==> src/rtl/clk_div_multi_if.sv <==
// Configuration port of clk_div_multi: valid/ready request carrying the
// target channel, period and high time, plus the one-cycle reject pulse.
interface clk_div_multi_if #(
    parameter int NUM_CH = 4,
    parameter int CNT_W  = 8
);
    localparam int CH_W = (NUM_CH > 1) ? $clog2(NUM_CH) : 1;

    logic             cfg_valid;
    logic             cfg_ready;
    logic [CH_W-1:0]  cfg_ch;
    logic [CNT_W-1:0] cfg_div;
    logic [CNT_W-1:0] cfg_high;
    logic             cfg_err;

    modport master (
        output cfg_valid, cfg_ch, cfg_div, cfg_high,
        input  cfg_ready, cfg_err
    );

    modport slave (
        input  cfg_valid, cfg_ch, cfg_div, cfg_high,
        output cfg_ready, cfg_err
    );
endinterface

==> src/rtl/clk_div_multi.sv <==
// Multi-channel programmable clock divider with double-buffered configuration
// that takes effect only at period boundaries, plus a global phase-align sync.
module clk_div_multi #(
    parameter int NUM_CH      = 4,
    parameter int CNT_W       = 8,
    parameter int DEFAULT_DIV = 6
) (
    input  logic              clk,
    input  logic              rst,
    input  logic [NUM_CH-1:0] ch_en,
    input  logic              sync,
    clk_div_multi_if.slave    cfg,
    output logic [NUM_CH-1:0] div_out,
    output logic [NUM_CH-1:0] tick
);
    localparam int CH_W = (NUM_CH > 1) ? $clog2(NUM_CH) : 1;
    localparam logic [CNT_W-1:0] DEF_DIV  = CNT_W'(DEFAULT_DIV);
    localparam logic [CNT_W-1:0] DEF_HIGH = CNT_W'(DEFAULT_DIV / 2);
    localparam logic [CNT_W-1:0] ONE      = CNT_W'(1);
    localparam logic [CNT_W-1:0] TWO      = CNT_W'(2);
    localparam logic [CH_W:0]    NUM_CH_V = (CH_W + 1)'(NUM_CH);

    logic [NUM_CH-1:0] pending;
    logic              cfg_ready_int;
    logic              cfg_bad;
    logic              cfg_xfer;
    logic              cfg_wr;
    logic              cfg_err_reg;

    // Out-of-range channels never match, so they read as ready and get rejected.
    always_comb begin
        cfg_ready_int = 1'b1;
        for (int i = 0; i < NUM_CH; i++) begin
            if (cfg.cfg_ch == CH_W'(i)) begin
                cfg_ready_int = ~pending[i];
            end
        end
    end

    assign cfg_bad   = (cfg.cfg_div < TWO) || (cfg.cfg_high > cfg.cfg_div) ||
                       ({1'b0, cfg.cfg_ch} >= NUM_CH_V);
    assign cfg_xfer  = cfg.cfg_valid && cfg_ready_int;
    assign cfg_wr    = cfg_xfer && !cfg_bad;
    assign cfg.cfg_ready = cfg_ready_int;
    assign cfg.cfg_err   = cfg_err_reg;

    always_ff @(posedge clk) begin
        if (rst) begin
            cfg_err_reg <= 1'b0;
        end else begin
            cfg_err_reg <= cfg_xfer && cfg_bad;
        end
    end

    for (genvar gi = 0; gi < NUM_CH; gi++) begin : g_ch
        logic [CNT_W-1:0] div_reg;
        logic [CNT_W-1:0] high_reg;
        logic [CNT_W-1:0] sh_div_reg;
        logic [CNT_W-1:0] sh_high_reg;
        logic [CNT_W-1:0] cnt_reg;
        logic             pending_reg;
        logic             div_out_reg;
        logic             tick_reg;
        logic             wr;
        logic             wrap;
        logic [CNT_W-1:0] new_div;
        logic [CNT_W-1:0] new_high;
        logic [CNT_W-1:0] cnt_next;

        assign wr       = cfg_wr && (cfg.cfg_ch == CH_W'(gi));
        assign wrap     = (cnt_reg == div_reg - ONE) || sync;
        assign new_div  = pending_reg ? sh_div_reg  : div_reg;
        assign new_high = pending_reg ? sh_high_reg : high_reg;
        assign cnt_next = cnt_reg + ONE;

        always_ff @(posedge clk) begin
            if (rst) begin
                div_reg     <= DEF_DIV;
                high_reg    <= DEF_HIGH;
                sh_div_reg  <= DEF_DIV;
                sh_high_reg <= DEF_HIGH;
                cnt_reg     <= DEF_DIV - ONE;
                pending_reg <= 1'b0;
                div_out_reg <= 1'b0;
                tick_reg    <= 1'b0;
            end else if (!ch_en[gi]) begin
                // Parking at div-1 makes the first enabled edge a wrap.
                div_out_reg <= 1'b0;
                tick_reg    <= 1'b0;
                pending_reg <= 1'b0;
                if (wr) begin
                    div_reg  <= cfg.cfg_div;
                    high_reg <= cfg.cfg_high;
                    cnt_reg  <= cfg.cfg_div - ONE;
                end else begin
                    div_reg  <= new_div;
                    high_reg <= new_high;
                    cnt_reg  <= new_div - ONE;
                end
            end else begin
                if (wrap) begin
                    div_reg     <= new_div;
                    high_reg    <= new_high;
                    pending_reg <= 1'b0;
                    cnt_reg     <= '0;
                    tick_reg    <= 1'b1;
                    div_out_reg <= (new_high != '0);
                end else begin
                    cnt_reg     <= cnt_next;
                    tick_reg    <= 1'b0;
                    div_out_reg <= (cnt_next < high_reg);
                end
                // A write on a wrap edge still waits for the following wrap.
                if (wr) begin
                    sh_div_reg  <= cfg.cfg_div;
                    sh_high_reg <= cfg.cfg_high;
                    pending_reg <= 1'b1;
                end
            end
        end

        assign pending[gi] = pending_reg;
        assign div_out[gi] = div_out_reg;
        assign tick[gi]    = tick_reg;
    end
endmodule
==> src/flat_wrapper.sv <==
// flat-port wrapper written by rule: the top's interface ports become plain ports
module clk_div_multi_flat 
#(
    parameter int NUM_CH      = 4,
    parameter int CNT_W       = 8,
    parameter int DEFAULT_DIV = 6
)
  (clk, rst, ch_en, sync, div_out, tick, cfg_cfg_valid, cfg_cfg_ch, cfg_cfg_div, cfg_cfg_high, cfg_cfg_ready, cfg_cfg_err);
  clk_div_multi_if #(.NUM_CH(NUM_CH), .CNT_W(CNT_W)) cfg_i ();
  input  logic clk;
  input  logic rst;
  input  logic [NUM_CH-1:0] ch_en;
  input  logic sync;
  output logic [NUM_CH-1:0] div_out;
  output logic [NUM_CH-1:0] tick;
  input wire logic [$bits(cfg_i.cfg_valid)-1:0] cfg_cfg_valid;
  input wire logic [$bits(cfg_i.cfg_ch)-1:0] cfg_cfg_ch;
  input wire logic [$bits(cfg_i.cfg_div)-1:0] cfg_cfg_div;
  input wire logic [$bits(cfg_i.cfg_high)-1:0] cfg_cfg_high;
  output wire logic [$bits(cfg_i.cfg_ready)-1:0] cfg_cfg_ready;
  output wire logic [$bits(cfg_i.cfg_err)-1:0] cfg_cfg_err;
  assign cfg_i.cfg_valid = cfg_cfg_valid;
  assign cfg_i.cfg_ch = cfg_cfg_ch;
  assign cfg_i.cfg_div = cfg_cfg_div;
  assign cfg_i.cfg_high = cfg_cfg_high;
  assign cfg_cfg_ready = cfg_i.cfg_ready;
  assign cfg_cfg_err = cfg_i.cfg_err;
  clk_div_multi #(.NUM_CH(NUM_CH), .CNT_W(CNT_W), .DEFAULT_DIV(DEFAULT_DIV)) u_core (.clk(clk), .rst(rst), .ch_en(ch_en), .sync(sync), .cfg(cfg_i), .div_out(div_out), .tick(tick));
endmodule
==> config.mk <==
export PLATFORM = sky130hd
export DESIGN_NAME = clk_div_multi_flat
export DESIGN_NICKNAME = d
export VERILOG_FILES = /design/src/rtl/clk_div_multi_if.sv /design/src/rtl/clk_div_multi.sv /design/src/flat_wrapper.sv
export SDC_FILE = /design/constraint.sdc
export NUM_CORES = 1
export LEC_CHECK = 0
export ABC_CLOCK_PERIOD_IN_PS = 2900
export CORE_MARGIN = 1
export CORE_UTILIZATION = 25
export DETAILED_ROUTE_END_ITERATION = 16
export PLACE_DENSITY = 0.4
export SYNTH_ARGS = -nofsm -noshare
export SYNTH_HDL_FRONTEND = slang
export SYNTH_SLANG_ARGS = --single-unit
==> constraint.sdc <==
create_clock -name clk -period 2.9 [get_ports clk]
set_input_delay 0.435 -clock clk [delete_from_list [all_inputs] [get_ports clk]]
set_output_delay 0.435 -clock clk [all_outputs]
set_load 0.05 [all_outputs]
==> impl_metrics.toml <==
[clocking]
clkLatencyLatePin_ps = 460
clock-root-buffer = "clkbuf_16"
path_clk_slew_ps = 70
htreeDepth = 4
clockBufferDepth = 2
cts_buffers = 17
post_cts_buffers = 0
cts_num_sinks = 173
cts_tree = "yes"

[grt]
grt_overflow = 0
grt_pass1_vias = 9629
grt_use_total_pct = 17.9
antenna_found_initial = 0
grt_max_degree = 44
grt_pass1_wl_um = 60000

[logic_synthesis]
ys_types = 71
synth-edff-count = 0
synthCells = 1370
synth-main-ff-cell = "dfxtp_1"
ys_seq_area_share_pct = 31.5
synthArstFlopShare_pct = 0
netlist.area_leader.share_pct = 31.5
syn_area_sq_mm = 0.0110
synth_fp_nets = 1445
synth.largest_area_cell = "dfxtp_1"
synthTopCellsByArea = "dfxtp_1 31%, mux2i_1 8.9%, nand2_1 5.6%, ha_1 5.6%, a21oi_1 4.8%"
synth_seq_cells = 173
ys_warn_count = 0
avgSynthCellArea_sq_um = 8.03

[finish]
drive_gt1_share_pct = 14.9
multi_input_area_sq_mm = 0.00683
seqCellArea_sq_mm = 0.00346
area_growth_pct = 21.3
fin_area_sq_mm = 0.0134
fill_cells = 4622
final_cell_mix = "173 x dfxtp_1, 163 x nand2_1, 124 x buf_4, 106 x a21oi_1, 98 x mux2i_1"
final_nets = 1521
layout.cells.non_filler = 2045
final_common_cell = "dfxtp_1"
fin_util_pct = 30.9

[placed_design]
place_congestion = 0.869
placement.cell_area_sq_mm = 0.0127
dp_hpwl_um = 30000
port_buffers = 35
dpl_worst_slack_ps = -438
dp.cells = 2012

[timing]
drv_slew = 0
max_slew_margin_pct = 40.1
fmax_ghz = 0.353
finalCriticalPeriod_ps = 2830
fin_skew_ps = 9.77
finalWorstSetupSlack_ps = 67.8
rsz0062_at_grt = "no"
worst_pin_slew_ps = 896
hold_viol = 0
finalCritPeriodShare_pct = 97.7
setup_viol = 0

[power]
power_per_cell_area_mw_per_mm2 = 508
p_leak_nw = 5.11
peakVddDrop_v = 0.000443

[routing]
wl_met1_um = 19700
drt_iter0_markers = 622
wire_per_inst_um = 19.4
dr_wl_met3_um = 1320
ant_nets = 0
vias_per_cell = 4.89
top_layer_used = "met4"
vias = 9990
firstDrtPassIters = 5
route.met2.wl_um = 18100
drc = 0
routed_wl_um = 39600

[critical_path]
critPathCaptureType = "flip-flop"
cp_max_fo = 6
cp.required_ps = 3300
start_kind = "primary input"
cp_data_arrival_time_ps = 3230
rrSetupSlack_ps = 200
path_class = "primary input to flip-flop"

[floorplan]
dieArea_sq_mm = 0.0449
ioPinCount = 36
initial_core_util_pct = 25.4
die_y_um = 212
coreArea_sq_mm = 0.0433
rows = 76
die_w_um = 212

[job]
maxCapViolations = 0

[min_path]
min_path_type = "primary input to flip-flop"

[status]
outcome = "completed"
-- what timing repair did --
item | in CTS | in global routing
hold endpoints to repair | 0 | 0
gates resized for setup | 0 | 10
hold buffers | 0 | 0
setup endpoints to repair | 0 | 54
-- Yosys cell counts (5+ instances only) --
master,instances
nor4_1,7
buf_2,9
a211o_1,11
buf_4,10
mux2i_1,98
o211ai_1,40
nor3_1,49
nand3_1,74
a31o_2,5
and3_1,7
buf_6,6
nand4_1,12
or3_1,5
nor3b_1,13
nor2b_1,8
dfxtp_1,173
or2_2,7
clkbuf_1,76
o21ai_0,66
nand2_1,164
xor2_1,39
a21oi_1,106
a221oi_1,7
nand2b_1,11
o22ai_1,12
o31ai_1,8
xnor2_1,53
a22o_1,5
ha_1,49
inv_1,65
nor2_1,68
a31oi_1,6
buf_1,8
mux2_2,17
a211oi_1,10
-- metrics by stage --
stage          hold WS (ps)  TNS (ps)  total power (W)
6_report                378         0          0.00678
5_1_grt                 374         0          0.00711
4_1_cts                 366         0          0.00684
3_5_place_dp            447    -40780          0.00442
3_3_place_gp            446    -40760          0.00442
2_1_floorplan           433         0          0.00374
-- power breakdown --
| part | total (W) | internal (W) | switching, W |
|---|---|---|---|
| clock | 0.00242 | 0.00132 | 0.00110 |
| sequential | 0.00262 | 0.00249 | 0.000130 |
| combinational | 0.00174 | 0.000723 | 0.00102 |
-- critical path: stages --
cell             delay, ps
clkdlybuf4s50_1        540
inv_1                   90
ha_1                   310
nand4_1                130
buf_4                  170
a211oi_2               240
buf_4                  230
nor2_1                  70
a2111oi_0              740
buf_4                  260
-- path summary, 6_finish.rpt --
kind | from | end | cells past startpoint
worst max-delay path | cfg_cfg_div[4] | u_core.cfg.cfg_err$_SDFF_PP0_ | 10
worst min-delay path | rst | u_core.g_ch[0].sh_div_reg[4]$_SDFFE_PP0P_ | 2
worst max register to register | u_core.g_ch[3].div_reg[1]$_SDFFE_PP1P_ | u_core.g_ch[3].div_reg[1]$_SDFFE_PP1P_ | 9
worst min register to register | u_core.g_ch[0].sh_high_reg[5]$_SDFFE_PP0P_ | u_core.g_ch[0].sh_high_reg[5]$_SDFFE_PP0P_ | 2
-- cell families (layout without fill, tap and decap cells) --
kind of cell	count (synthesis)	in the layout	synth area share, %
muxes	116	116	10.9
and+or+nand+nor	448	448	19.5
other	0	1	0
adders and majority gates	49	49	5.57
xor gates and xnor gates	92	92	7.32
buffers and inverters	177	266	6.90
DFF	173	173	31.5
AOI/OAI and AO/OA	315	315	18.4
-- per-layer routing --
metal,global-route usage (%),vias up
met4,4.20,0
met3,2.69,28
li1,-,5006
met2,28.9,173
met5,0,-
met1,25.0,4783
-- final cells by class --
class | instances | area share [%]
multi-input combinational | 1020 | 51.2
clock buffer | 19 | 3.39
inverter | 67 | 1.89
sequential | 173 | 25.9
antenna | 1 | 0.0187
timing repair buffer | 167 | 11.0
clock inverter | 13 | 1.05
tap | 585 | 5.48
Power figures use the tool's default switching activity.
